$ cat src/rtl/conv3x3_controller.sv
// 3x3 zero-padded convolution engine: reads a source image SRAM, writes a destination SRAM.
// Define CONV_SATURATE_EN to clamp results to 0..255; otherwise the low 8 bits are kept.

typedef struct packed {
    logic        re;
    logic        we;
    logic [15:0] addr;
    logic [7:0]  wdata;
} img_sram_ctrl_t;

module conv3x3_controller #(
    parameter int ACC_W = 21
) (
    input  logic           clk,
    input  logic           rstn,
    input  logic           en,
    input  logic [7:0]     nrows,
    input  logic [7:0]     ncols,
    input  logic [71:0]    kernel,
    input  logic [3:0]     shift,
    output logic           busy,
    output img_sram_ctrl_t src_sram_ctrl,
    input  logic [7:0]     src_sram_dout_in,
    output img_sram_ctrl_t dst_sram_ctrl
);

    typedef enum logic [1:0] {StIdle, StRead, StDrain, StWrite} state_e;

    state_e                  state_q, state_d;
    logic [7:0]              nrows_q, nrows_d;
    logic [7:0]              ncols_q, ncols_d;
    logic [71:0]             kernel_q, kernel_d;
    logic [3:0]              shift_q, shift_d;
    logic [7:0]              row_q, row_d;
    logic [7:0]              col_q, col_d;
    logic [1:0]              tr_q, tr_d;
    logic [1:0]              tc_q, tc_d;
    logic signed [ACC_W-1:0] acc_q, acc_d;
    logic                    pend_q, pend_d;
    logic [7:0]              coef_q, coef_d;

    logic [3:0]              tap_idx;
    logic [71:0]             kernel_sh;
    logic                    row_ok, col_ok, tap_ok;
    logic [7:0]              src_row, src_col;
    logic signed [16:0]      pix_s, coef_s, prod;
    logic signed [ACC_W-1:0] acc_sum, shifted;
    logic [7:0]              result;

    // Tap geometry: tr/tc are dr+1/dc+1 of the current tap.
    always_comb begin
        tap_idx   = {2'b00, tr_q} * 4'd3 + {2'b00, tc_q};
        kernel_sh = kernel_q >> {tap_idx, 3'b000};
        row_ok    = (tr_q == 2'd0) ? (row_q != 8'd0) :
                    (tr_q == 2'd1) ? 1'b1 : (({1'b0, row_q} + 9'd1) < {1'b0, nrows_q});
        col_ok    = (tc_q == 2'd0) ? (col_q != 8'd0) :
                    (tc_q == 2'd1) ? 1'b1 : (({1'b0, col_q} + 9'd1) < {1'b0, ncols_q});
        tap_ok    = row_ok && col_ok;
        src_row   = row_q + {6'b0, tr_q} - 8'd1;
        src_col   = col_q + {6'b0, tc_q} - 8'd1;
    end

    // Data for the tap requested last cycle arrives now.
    always_comb begin
        pix_s   = $signed({9'b0, src_sram_dout_in});
        coef_s  = $signed({{9{coef_q[7]}}, coef_q});
        prod    = pix_s * coef_s;
        acc_sum = pend_q ? (acc_q + {{(ACC_W-17){prod[16]}}, prod}) : acc_q;
        shifted = acc_q >>> shift_q;
`ifdef CONV_SATURATE_EN
        if (shifted[ACC_W-1]) begin
            result = 8'd0;
        end else if (|shifted[ACC_W-2:8]) begin
            result = 8'd255;
        end else begin
            result = shifted[7:0];
        end
`else
        result = shifted[7:0];
`endif
    end

    always_comb begin
        state_d       = state_q;
        nrows_d       = nrows_q;
        ncols_d       = ncols_q;
        kernel_d      = kernel_q;
        shift_d       = shift_q;
        row_d         = row_q;
        col_d         = col_q;
        tr_d          = tr_q;
        tc_d          = tc_q;
        acc_d         = acc_q;
        pend_d        = 1'b0;
        coef_d        = coef_q;
        src_sram_ctrl = '0;
        dst_sram_ctrl = '0;

        unique case (state_q)
            StIdle: begin
                if (en && (nrows != 8'd0) && (ncols != 8'd0)) begin
                    nrows_d  = nrows;
                    ncols_d  = ncols;
                    kernel_d = kernel;
                    shift_d  = shift;
                    row_d    = 8'd0;
                    col_d    = 8'd0;
                    tr_d     = 2'd0;
                    tc_d     = 2'd0;
                    acc_d    = '0;
                    state_d  = StRead;
                end
            end
            StRead: begin
                acc_d  = ((tr_q == 2'd0) && (tc_q == 2'd0)) ? '0 : acc_sum;
                pend_d = tap_ok;
                coef_d = kernel_sh[7:0];
                if (tap_ok) begin
                    src_sram_ctrl.re   = 1'b1;
                    src_sram_ctrl.addr = {8'b0, src_row} * {8'b0, ncols_q} + {8'b0, src_col};
                end
                if (tc_q == 2'd2) begin
                    tc_d = 2'd0;
                    if (tr_q == 2'd2) begin
                        tr_d    = 2'd0;
                        state_d = StDrain;
                    end else begin
                        tr_d = tr_q + 2'd1;
                    end
                end else begin
                    tc_d = tc_q + 2'd1;
                end
            end
            StDrain: begin
                acc_d   = acc_sum;
                state_d = StWrite;
            end
            StWrite: begin
                dst_sram_ctrl.we    = 1'b1;
                dst_sram_ctrl.addr  = {8'b0, row_q} * {8'b0, ncols_q} + {8'b0, col_q};
                dst_sram_ctrl.wdata = result;
                state_d             = StRead;
                if (col_q == ncols_q - 8'd1) begin
                    col_d = 8'd0;
                    if (row_q == nrows_q - 8'd1) begin
                        row_d   = 8'd0;
                        state_d = StIdle;
                    end else begin
                        row_d = row_q + 8'd1;
                    end
                end else begin
                    col_d = col_q + 8'd1;
                end
            end
            default: state_d = StIdle;
        endcase
    end

    assign busy = (state_q != StIdle);

    always_ff @(posedge clk or negedge rstn) begin
        if (!rstn) begin
            state_q  <= StIdle;
            nrows_q  <= 8'd0;
            ncols_q  <= 8'd0;
            kernel_q <= 72'd0;
            shift_q  <= 4'd0;
            row_q    <= 8'd0;
            col_q    <= 8'd0;
            tr_q     <= 2'd0;
            tc_q     <= 2'd0;
            acc_q    <= '0;
            pend_q   <= 1'b0;
            coef_q   <= 8'd0;
        end else begin
            state_q  <= state_d;
            nrows_q  <= nrows_d;
            ncols_q  <= ncols_d;
            kernel_q <= kernel_d;
            shift_q  <= shift_d;
            row_q    <= row_d;
            col_q    <= col_d;
            tr_q     <= tr_d;
            tc_q     <= tc_d;
            acc_q    <= acc_d;
            pend_q   <= pend_d;
            coef_q   <= coef_d;
        end
    end

endmodule
$ cat config.mk
export PLATFORM = sky130hd
export DESIGN_NAME = conv3x3_controller
export DESIGN_NICKNAME = d
export VERILOG_FILES = /design/src/rtl/conv3x3_controller.sv
export SDC_FILE = /design/constraint.sdc
export NUM_CORES = 1
export LEC_CHECK = 0
export ABC_AREA = 0
export CORE_ASPECT_RATIO = 0.8
export CORE_MARGIN = 2
export CORE_UTILIZATION = 25
export CTS_CLUSTER_SIZE = 28
export DETAILED_ROUTE_END_ITERATION = 12
export SETUP_SLACK_MARGIN = 0.3
export SLEW_MARGIN = 30
export SYNTH_ARGS = -nofsm -noshare
export SYNTH_HDL_FRONTEND = slang
export SYNTH_SLANG_ARGS = --single-unit
$ cat constraint.sdc
create_clock -name clk -period 6.8 [get_ports clk]
set_input_delay 1.36 -clock clk [delete_from_list [all_inputs] [get_ports clk]]
set_output_delay 1.36 -clock clk [all_outputs]
set_load 0.01 [all_outputs]
### Word level (Yosys, flattened, before mapping)

Index checks and enable logic that the tools add are counted.

* $mul: 4
* eq/ne operators: 13
* muxes and demuxes: 32
* add/subtract/negate cells: 16
* magnitude comparators: 2
* reductions and logical operators: 22
* shifts and indexed selects: 2

Operators with widths (count)
* >> shifter 72 x 7 -> 8 bit: 1
* 2-to-1 mux 21 bit: 3
* one-hot mux 21 bit (3 select lines): 1
* adder 16 x 8 -> 16 bit: 2
* multiplier 8 x 8 -> 16 bit: 2
* 2-to-1 mux 16 bit: 2
* 2-to-1 mux 8 bit: 4
* one-hot mux 8 bit (2 select lines): 2
* nonzero test 8 bit: 4
* subtractor 8 x 1 -> 8 bit, second input constant: 4
* 2-to-1 mux 25 bit: 1
* adder 21 bit: 1
* >>> shifter 21 x 4 -> 8 bit: 1
* adder 8 x 1 -> 9 bit, second input constant: 2
* < comparator 9 x 8 -> 1 bit: 2
* multiplier 9 x 8 -> 17 bit: 1
* adder 8 x 1 -> 8 bit, second input constant: 2
* adder 8 x 2 -> 8 bit: 2
* == test 8 bit: 2
* 2-to-1 mux 2 bit: 7
* 2-to-1 mux 1 bit: 9
* AND reduction 3 bit: 3
* == test 2 bit, second input constant: 4
* inequality test 2 bit, second input constant: 4
* other kinds (11): 25

* logic and storage cells: 103
* output and inout bits: 53
* bits in registers: 144

### Logic depth before layout (Yosys ltp)

Gate-level depths: netlist of run 1.

* word-level depth: 7
* mapped depth: 27
* depth with buffers taken out: 27

### Least setup slack after synthesis of run 1

No wires, ideal clock.

* path type: register to output
* start point: reg row_q[1]
* end point: out src_sram_ctrl[23] (netlist name)
* path slack: -544 ps
* required time: 5440 ps
* arrival: 5984 ps
* cell stages (with the launch flop): 26
* cell sequence: dfrtp_1 clkbuf_1 inv_1 ha_1 inv_1 ha_1 fa_1 a21o_1 a21oi_1 o21bai_1 a21oi_1 xor2_1 nand2_1 fa_1 inv_1 fa_1 fa_1 fa_1 ha_1 inv_1 o21ba_2 o21ai_0 nand4_1 a31oi_1 xnor2_1 nor2_1

RTL lines
* start: declaration: line 34 `logic [7:0] row_q, row_d;`
* start signal: assignment: line 181 `row_q <= row_d;`
* end: declaration: line 22 `output img_sram_ctrl_t src_sram_ctrl,`

==> reports/qor.txt, run 1 <==
Status: finished, violations left
Failing checks: negative setup slack
Initial antenna violation count: 4
I/O Pins: 156
Reg-to-reg slack, setup: 0.49 ns
Slew Viols, Final: 0
CTS tree: yes
CTS buffer count: 17
Post-synth cell types: 70
CP startpoint kind: flip-flop
FF+latch count, synth: 144
Nets: 2452
Headroom to the max-slew limit: 43.04%
Global placement routability congestion: 0.8712
WP data arrival: 5.99 ns
Final Util: 33.52%
Num Clock Sinks: 144
Hold Slack: 0.5033 ns
Core Region: 64280 um2
Crit path largest cell delay: 0.55 ns
Primary FF master, synth: dfrtp_1
Netlist Area Pre-Place: 16300 um2
Vias in the first global route: 13460
Post-synth ARST share: 100.0%
Hold Path End: kernel_q[28]
Post-Synthesis Cells: 1711
Initial DRC Count: 725
Peak Freq: 136.0 MHz
Total GRT Usage: 13.38%
Crit Path Category: reg -> out
Root buffer cell: clkbuf_16
Final Cycle Share: 108.1%
Clock H-tree levels: 4
Largest net degree at the start of global routing: 91
Via count: 13100
CP max stage cell: fa_2
Hpwl dp: 35720 um
Final Hold Viols: 0
Maxcap violations: 0
Clock Latency Late Sink: 0.44 ns
Hold path depth: 1
Yosys warns: 0
Crit Path Max Fanout: 3
Router iterations before antenna repair: 5
Critical Path Start: row_q[1]
R2r endpoint: acc_q[20]
Layout cells sized above 1: 27.65%
Routed WL: 45030 um
Drt wl/cell: 15.64 um
RSZ-0062 raised after global routing: yes
Worst setup margin: -0.5524 ns
Post-layout min period: 7.352 ns
DRC violations left: 0
Slew @ Worst Pin: 0.8535 ns
Final setup fails: 8
Reg-to-Reg Start: coef_q[7]
Die H: 232.4 um
Dpl ws: -0.6587 ns
Hold WC Path Type: reg -> reg
Clk pin slew, worst setup/hold paths: 0.07 ns
CP Capture Type: output pin
CP Data Required Time: 5.44 ns
Sequential area share after synthesis: 22.11%
Syn_area_per_cell: 9.525 um2
Setup TNS: -3.467 ns
Inserted Diodes: 0
Vias per inst: 4.549
Routed Antenna Nets: 0
Worst Skew: 0.01961 ns
Post-synth EDFFs: 0
Hold Crit Start: kernel_q[28]
Initial Utilization: 25.35%
Clock buffer depth: 2
Remaining Overflow, GRT: 0
FP Rows: 83
Die Wd: 289.5 um
Worst reg2reg path depth: 25
Die area: 67260 um2
First-pass GRT wire length: 71530 um
I/O Buffers: 145
Layout area overhead: 32.23%
==> metrics by stage <==
| stage | cell area, um2 | cells |
|---|---|---|
| 6_report | 21550 | 2879 |
| 2_1_floorplan | 16470 | 1720 |
| 3_3_place_gp | 19840 | 2804 |
| 5_1_grt | 21550 | 2879 |
| 4_1_cts | 20890 | 2853 |
| 3_5_place_dp | 19840 | 2804 |
==> routing by layer <==
| layer | global-route usage, % | wire length [um] | vias to the layer above | share of wire, % |
|---|---|---|---|---|
| li1 | - | - | 6293 | - |
| met1 | 18.97 | 21250 | 6515 | 47 |
| met2 | 21.55 | 21130 | 251 | 47 |
| met3 | 2.299 | 2235 | 31 | 5.0 |
| met4 | 2.142 | 373 | 6 | 0.83 |
| met5 | 0 | 39 | - | 0.087 |
==> placed cells by master (no fill, tap or decap), types with 15 or more instances in the layout <==
| cell | instances |
|---|---|
| inv_1 | 218 |
| buf_4 | 181 |
| ha_1 | 170 |
| dfrtp_1 | 141 |
| nand2_1 | 131 |
| nor2_1 | 122 |
| fa_1 | 121 |
| clkdlybuf4s50_1 | 118 |
| mux2_2 | 109 |
| and2_1 | 61 |
| xnor2_1 | 57 |
| a21oi_1 | 51 |
| o21ai_0 | 36 |
| xor2_1 | 31 |
| inv_2 | 30 |
| ha_4 | 27 |
| a22o_1 | 24 |
| buf_6 | 24 |
| mux4_2 | 18 |
| a21o_1 | 17 |
| clkbuf_16 | 17 |
| buf_2 | 15 |
==> final cells by class <==
class | instances | area, um2
Fill cell | 6423 | 42730
Multi-Input combinational cell | 1255 | 12350
Sequential cell | 144 | 3607
Timing Repair Buffer | 346 | 2982
Tap cell | 850 | 1064
Inverter | 253 | 958.4
Clock buffer | 18 | 429.2
Clock inverter | 13 | 155.1
==> synth_stat cells (18+ instances only) <==
cell | number | area [um2]
and2_1 | 72 | 450.4
fa_1 | 130 | 2603
a21oi_1 | 64 | 320.3
o21ai_0 | 47 | 235.2
xnor2_1 | 64 | 560.5
ha_1 | 202 | 2527
clkbuf_1 | 37 | 138.9
inv_1 | 250 | 938.4
mux2_2 | 109 | 1227
nor2_1 | 129 | 484.2
mux4_2 | 18 | 405.4
xor2_1 | 33 | 289.0
nand2_1 | 144 | 540.5
dfrtp_1 | 144 | 3603
a22o_1 | 24 | 210.2
==> cell families after synthesis <==
logic type,synth area share [%]
compound gates,10.20
xor+xnor,5.213
fa+ha+maj,31.48
buf+inv,7.777
flops,22.11
mux,10.82
other cells,0.02301
simple gates,12.38
==> flip-flops by register name, indices dropped and copies added (netlist names) <==
signal,flops
acc_q,21
coef_q,8
col_q,8
kernel_q,72
ncols_q,8
nrows_q,8
pend_q,1
row_q,8
shift_q,4
state_q,2
tc_q,2
tr_q,2
==> critical path: cells and delay by family, from the launching register on <==
kind,cells,cell delay [ns]
fa+ha+maj,8,3.02
flops,1,0.42
compound gates,7,1.18
buf+inv,5,0.30
simple gates,3,0.30
xor+xnor,2,0.32
==> how the worst max path moves through the flow <==
stage | end | slack [ns] | depth (start not counted)
after floorplan | src_sram_ctrl[22] | -0.07 | 24
after detailed placement | src_sram_ctrl[22] | -0.66 | 23
after global placement | src_sram_ctrl[22] | -0.54 | 23
final | src_sram_ctrl[23] | -0.55 | 25
after CTS | src_sram_ctrl[23] | -0.64 | 25
after global routing | src_sram_ctrl[23] | -0.83 | 25
==> what timing repair did <==
item,in CTS,in global routing
hold endpoints to repair,0,0
pin swaps,80,107
setup endpoints to repair,26,25
setup buffers,18,25
hold buffers,0,0
gates resized for setup,157,150
Power of run 1 is left out: the tool's default activity adds up to more than one toggle a clock period on the data nets, which glitch-free logic cannot reach.
==> run 2, diff against run 1 <==
- ABC_AREA: 0 -> default
==> results of run 2 <==
Same layout as run 1: the final DEF is identical, and so are final timing and power.
Power of run 2 is left out for the same reason.
